### src/rtl/sound_player_pkg.sv
// Shared definitions for the sound player: FSM state type, default widths
// and the fixed tone table (half-period in clk cycles, duration in ms ticks).
// A table entry with a zero half-period or zero duration marks an unusable
// code; the player rejects it exactly like code 0.
package sound_pkg;

    localparam int CODE_W_DEF   = 3;
    localparam int HALF_W_DEF   = 16;
    localparam int DUR_W_DEF    = 10;
    localparam int TICK_DIV_DEF = 12000;
    localparam int GAP_MS_DEF   = 20;

    typedef enum logic [1:0] {
        S_IDLE = 2'd0,
        S_TONE = 2'd1,
        S_GAP  = 2'd2
    } state_t;

    // Half-period of the square wave for each code, in clk cycles
    function automatic logic [HALF_W_DEF-1:0] tone_half(input int unsigned code);
        case (code)
            1:       tone_half = 16'd4;
            2:       tone_half = 16'd6000;
            3:       tone_half = 16'd4545;
            4:       tone_half = 16'd12000;
            5:       tone_half = 16'd0;
            6:       tone_half = 16'd3000;
            7:       tone_half = 16'd20;
            default: tone_half = 16'd0;
        endcase
    endfunction

    // Tone length for each code, in ms ticks
    function automatic logic [DUR_W_DEF-1:0] tone_ms(input int unsigned code);
        case (code)
            1:       tone_ms = 10'd3;
            2:       tone_ms = 10'd100;
            3:       tone_ms = 10'd150;
            4:       tone_ms = 10'd50;
            5:       tone_ms = 10'd80;
            6:       tone_ms = 10'd0;
            7:       tone_ms = 10'd5;
            default: tone_ms = 10'd0;
        endcase
    endfunction

endpackage

### src/rtl/sound_player_tick.sv
// Millisecond prescaler: counts 0..TICK_DIV-1 and pulses 'tick' on the last
// count. 'clear' restarts the count so a new tone starts on a tick boundary.
module sound_tick #(
    parameter int TICK_DIV = 12000
) (
    input  logic clk,
    input  logic rstn,
    input  logic clear,
    output logic tick
);

    localparam int CNT_W = (TICK_DIV > 1) ? $clog2(TICK_DIV) : 1;

    logic [CNT_W-1:0] count;

    assign tick = (count == CNT_W'(TICK_DIV - 1));

    // Prescaler count, wrapping after the tick cycle or restarting on clear
    always_ff @(posedge clk) begin
        if (!rstn) begin
            count <= '0;
        end else if (clear || tick) begin
            count <= '0;
        end else begin
            count <= count + CNT_W'(1);
        end
    end

endmodule

### src/rtl/sound_player.sv
// Tone player: on a play strobe with a valid code it emits a square wave for
// the table duration, then a silent gap, then a one-cycle done pulse.
// The sound register loads the next phase value directly, so 'sound' lines up
// with the state: high in the first tone cycle, low from the first gap cycle.
// Optional feature macro SOUND_VOLUME_EN: adds a 4-bit 'volume' input that
// PWM-gates the high phase with a free-running 4-bit counter.
module sound_player
    import sound_pkg::*;
#(
    parameter int CODE_W   = CODE_W_DEF,
    parameter int HALF_W   = HALF_W_DEF,
    parameter int DUR_W    = DUR_W_DEF,
    parameter int TICK_DIV = TICK_DIV_DEF,
    parameter int GAP_MS   = GAP_MS_DEF
) (
    input  logic              clk,
    input  logic              rstn,
    input  logic              mute,
    input  logic              play,
    input  logic [CODE_W-1:0] code_sound,
`ifdef SOUND_VOLUME_EN
    input  logic [3:0]        volume,
`endif
    output logic              busy,
    output logic              done,
    output logic              sound
);

    state_t            state, state_n;
    logic [HALF_W-1:0] half_len, half_len_n;
    logic [HALF_W-1:0] half_cnt, half_cnt_n;
    logic [DUR_W-1:0]  dur_cnt, dur_n;
    logic              phase, phase_n;
    logic              done_n;
    logic              sound_n;
    logic              tick;
    logic              tick_clear;
    logic              gate;
    logic [HALF_W-1:0] req_half;
    logic [DUR_W-1:0]  req_ms;
    logic              req_ok;

    assign req_half = HALF_W'(tone_half(32'(code_sound)));
    assign req_ms   = DUR_W'(tone_ms(32'(code_sound)));
    assign req_ok   = (req_half != '0) && (req_ms != '0);
    assign busy     = (state != S_IDLE);

    sound_tick #(
        .TICK_DIV (TICK_DIV)
    ) u_tick (
        .clk   (clk),
        .rstn  (rstn),
        .clear (tick_clear),
        .tick  (tick)
    );

`ifdef SOUND_VOLUME_EN
    logic [3:0] pwm_cnt;

    // Free-running PWM counter used to scale the high phase by volume/16
    always_ff @(posedge clk) begin
        if (!rstn) begin
            pwm_cnt <= 4'd0;
        end else begin
            pwm_cnt <= pwm_cnt + 4'd1;
        end
    end

    assign gate = (pwm_cnt < volume);
`else
    assign gate = 1'b1;
`endif

    // Sequencing: accept a request, run the tone, then the gap, then report
    always_comb begin
        state_n    = state;
        half_len_n = half_len;
        half_cnt_n = half_cnt;
        dur_n      = dur_cnt;
        phase_n    = phase;
        done_n     = 1'b0;
        tick_clear = 1'b0;
        case (state)
            S_IDLE: begin
                if (play && req_ok) begin
                    state_n    = S_TONE;
                    half_len_n = req_half;
                    half_cnt_n = '0;
                    dur_n      = req_ms;
                    phase_n    = 1'b1;
                    tick_clear = 1'b1;
                end
            end
            S_TONE: begin
                if (half_cnt == half_len - HALF_W'(1)) begin
                    half_cnt_n = '0;
                    phase_n    = ~phase;
                end else begin
                    half_cnt_n = half_cnt + HALF_W'(1);
                end
                if (tick) begin
                    if (dur_cnt == DUR_W'(1)) begin
                        half_cnt_n = '0;
                        phase_n    = 1'b0;
                        if (GAP_MS == 0) begin
                            state_n = S_IDLE;
                            dur_n   = '0;
                            done_n  = 1'b1;
                        end else begin
                            state_n = S_GAP;
                            dur_n   = DUR_W'(GAP_MS);
                        end
                    end else begin
                        dur_n = dur_cnt - DUR_W'(1);
                    end
                end
            end
            S_GAP: begin
                phase_n = 1'b0;
                if (tick) begin
                    if (dur_cnt == DUR_W'(1)) begin
                        state_n = S_IDLE;
                        dur_n   = '0;
                        done_n  = 1'b1;
                    end else begin
                        dur_n = dur_cnt - DUR_W'(1);
                    end
                end
            end
            default: begin
                state_n = S_IDLE;
                phase_n = 1'b0;
                dur_n   = '0;
            end
        endcase
        sound_n = phase_n & ~mute & gate;
    end

    // State and datapath registers, cleared by the synchronous reset
    always_ff @(posedge clk) begin
        if (!rstn) begin
            state    <= S_IDLE;
            half_len <= '0;
            half_cnt <= '0;
            dur_cnt  <= '0;
            phase    <= 1'b0;
            done     <= 1'b0;
            sound    <= 1'b0;
        end else begin
            state    <= state_n;
            half_len <= half_len_n;
            half_cnt <= half_cnt_n;
            dur_cnt  <= dur_n;
            phase    <= phase_n;
            done     <= done_n;
            sound    <= sound_n;
        end
    end

endmodule

### config.mk
export PLATFORM = sky130hd
export DESIGN_NAME = sound_player
export DESIGN_NICKNAME = d
export VERILOG_FILES = /design/src/rtl/sound_player_pkg.sv /design/src/rtl/sound_player_tick.sv /design/src/rtl/sound_player.sv
export SDC_FILE = /design/constraint.sdc
export NUM_CORES = 1
export LEC_CHECK = 0
export ABC_AREA = 1
export BUFFER_PORTS_ARGS = -buffer_cell sky130_fd_sc_hd__buf_2
export CELL_PAD_IN_SITES_DETAIL_PLACEMENT = 1
export CELL_PAD_IN_SITES_GLOBAL_PLACEMENT = 1
export CORE_AREA = 5 5 106 108
export DETAILED_ROUTE_END_ITERATION = 6
export DIE_AREA = 0 0 111 113
export HOLD_SLACK_MARGIN = 0.02
export PLACE_DENSITY_LB_ADDON = 0.08
export SKIP_LAST_GASP = 1
export SLEW_MARGIN = 20
export SYNTH_ARGS = -nofsm -noshare
export SYNTH_HDL_FRONTEND = slang
export SYNTH_SLANG_ARGS = --single-unit
### constraint.sdc
create_clock -name clk -period 2 [get_ports clk]
set_input_delay 0.3 -clock clk [delete_from_list [all_inputs] [get_ports clk]]
set_output_delay 0.3 -clock clk [all_outputs]
set_load 0.005 [all_outputs]
==> results.toml <==
[run_status]
outcome = "finished clean"

[global_route]
globalRouteTotalUtil_pct = 16.2
antenna_found_initial = 0
grt_busiest_layer = "met2"
grt_max_degree = 20
grtUsageMet2_pct = 27.1
grt_pass1_wl_mm = 16.7
use_met1_pct = 21.6
grt_overflow = 0
met3_usage_pct = 3.10
grt_pass1_vias = 3525

[hold_path]
hp-start = "mute"
hold_depth = 2
hold_path_end = "sound"
hold_class = "input pin to register"

[synth]
synth-xor-area-share_pct = 4.85
synth.ff_latch_count = 57
synth_top_family_by_area = "simple AND/OR/NAND/NOR gates"
syn_nets = 529
synth_edf_count = 0
synth_fa_ha_area_share_pct = 2.55
seq_area_frac_synth_pct = 33.3
muxShareOfSynthArea_pct = 0
yosys_warnings = 0
ys.flop_type = "dfxtp_1"
synth_compound_area_share_pct = 11.6
syn_avg_cell_area_sq_um = 6.66
async_flop_share_pct = 0
postSynthCellCount = 515
syn_area_sq_um = 3430
synth-simple-area-share_pct = 38.5
yosysUniqueCellTypes = 39

[finish]
final_cell_mix = "nand2_1, inv_1, nor2_1"
final_util_pct = 40.6
fillers = 1314
layout.nets = 566
final_cells = 693
area_delta_synth_final_pct = 20.1
n_antenna_cell = 0
layout-drive-gt1-share_pct = 20.8
final_common_cell = "nand2_1"

[drt]
via_per_inst = 4.86
drt_pass1_iterations = 4
detail_route.wl_per_cell_microns = 14.2
num_vias = 3368
initialDrtViolationCount = 112
ant_nets = 0
wl_mm = 9.84
drcViolationCount = 0

[sta]
finalClockSkew_ns = 0.00863
grt_setup_unrepaired = "yes"
fin_hold_ws_ns = 0.0972
period_share_pct = 93.8
max_freq_mhz = 533
fin_crit_ns = 1.88
tns_ns = 0
tightest_slew_ns = 0.315
slew_violations = 0
finalSetupViolations = 0
hold_violations = 0
slew_headroom_pct = 78.8

[worst_setup_path]
endpoint_kind = "register"
cp-start-kind = "register"
cp.arrival_ns = 2.11
crit_path_max_fanout = 7
required_ns = 2.23
path_class = "register to register"
r2r_setup_slack_ns = 0.12
regToRegStartpoint = "half_len[2]"
r2r_cells = 13
timing.rr.end = "half_cnt[15]"

[placement]
hpwl_mm = 7.84
io_buffers = 9
place_congestion = 0.840
place_inst = 675

[clock_network]
root_buffer = "clkbuf_8"
clkTransAtPathRegs_ns = 0.07
cts_buffer_depth = 2
cts_buffers = 9
htree_levels = 3
cts_tree = "built"
clock_sinks = 57
ctsHoldBuffers = 0
clk_latency_ns = 0.35

[floorplanning]
core_sq_um = 10100
start_util_pct = 33.8
rows = 37
die_width_microns = 111
ios = 10
die_h_microns = 113
die-area_sq_um = 12500

[power_and_ir_drop]
fin_total_pwr_mw = 4.56
p_leak_nw = 1.75
vdd_ir_drop_max_uv = 504
p_per_area_nw_per_um2 = 1110

[flow_run]
max-cap-violations = 0
synthesized netlist by cell type, types with 2 or more instances:
| cell type | number | area [sq um] |
|---|---|---|
| a31oi_1 | 2 | 12.5 |
| nor2_2 | 8 | 50.1 |
| nor3_1 | 12 | 60.1 |
| and2_1 | 2 | 12.5 |
| inv_1 | 63 | 236 |
| inv_2 | 6 | 22.5 |
| ha_1 | 7 | 87.6 |
| nand2_1 | 127 | 477 |
| and3_1 | 2 | 12.5 |
| nand2_2 | 7 | 43.8 |
| xnor2_1 | 5 | 43.8 |
| nand3b_1 | 2 | 15.0 |
| or2_2 | 4 | 25.0 |
| nand4_1 | 12 | 75.1 |
| clkbuf_1 | 3 | 11.3 |
| nor3b_1 | 3 | 22.5 |
| xor2_1 | 14 | 123 |
| dfxtp_1 | 57 | 1140 |
| nor2_1 | 57 | 214 |
| o22ai_1 | 8 | 50.1 |
| o21ai_0 | 24 | 120 |
| buf_6 | 2 | 22.5 |
| nand3_2 | 6 | 60.1 |
| o31ai_1 | 3 | 22.5 |
| buf_2 | 4 | 20.0 |
| nand3_1 | 33 | 165 |
| nor2_4 | 3 | 33.8 |
| a21oi_1 | 28 | 140 |
cell families after synthesis:
kind of cell               count (synthesis)
DFF                                       57
buffers and inverters                     79
and+or+nand+nor                          282
xor gates and xnor gates                  19
AOI/OAI and AO/OA                         71
adders and majority gates                  7
layout make-up:
type                    count  area, sq um  area share (%)
flip-flops and latches     57         1150            28.0
repair buffers             36          251            6.10
well taps                 136          170            4.13
clock buffers              10          138            3.34
inverters                  69          262            6.35
multi-input cells         379         2060            49.9
clock inverters             6         88.8            2.16
worst max-delay path by stage:
stage           startpoint           end  depth (start not counted)
2_1_floorplan  half_len[0]  half_cnt[13]                         13
3_5_place_dp   half_len[2]  half_cnt[12]                         13
4_1_cts        half_len[2]   half_cnt[1]                         13
3_3_place_gp   half_len[0]  half_cnt[12]                         13
5_1_grt        half_cnt[1]  half_cnt[15]                         11
6_report       half_len[2]  half_cnt[15]                         13
timing repair:
action	4_1_cts	5_1_grt
setup endpoints to repair	11	28
pin swaps	0	15
resized for setup	5	30
setup buffers	0	2
routing by layer:
layer  vias to the layer above  wire length [microns]
met5                         -                      0
met4                         0                     82
met3                         9                    208
met2                        23                   4540
met1                      1593                   5000
li1                       1743                      -
flip-flops by register name, summed over array words and instances, names as in the netlist:
| signal | count |
|---|---|
| half_cnt | 16 |
| u_tick.count | 14 |
| done | 1 |
| sound | 1 |
| phase | 1 |
| half_len | 12 |
| state | 2 |
| dur_cnt | 10 |
power by group:
| part | total [mW] | internal, mW | switching (mW) | leakage, nW |
|---|---|---|---|---|
| Combinational | 1.88 | 0.723 | 1.16 | 1.17 |
| Clock | 1.28 | 0.737 | 0.538 | 0.109 |
| Sequential | 1.40 | 1.28 | 0.122 | 0.466 |
through the flow:
stage,area (sq um),setup slack [ns]
after floorplan,3430,0.280
after global placement,3770,-0.0443
after detailed placement,3770,-0.0757
after CTS,4020,0.000651
after global routing,4120,-0.0310
final,4120,0.123
worst max-delay path, cell delays in order (launching register included):
cell and delay [ns]:
dfxtp_4 0.37, inv_4 0.04, ha_4 0.25, xor2_1 0.13, nand2_1 0.07, nor2_1 0.08
nand2_1 0.07, nor2_1 0.13, nand3_2 0.11, inv_2 0.10, nand2_4 0.10, buf_6 0.15
nand3_1 0.08, a21oi_1 0.06
Power figures use the tool's default switching activity.
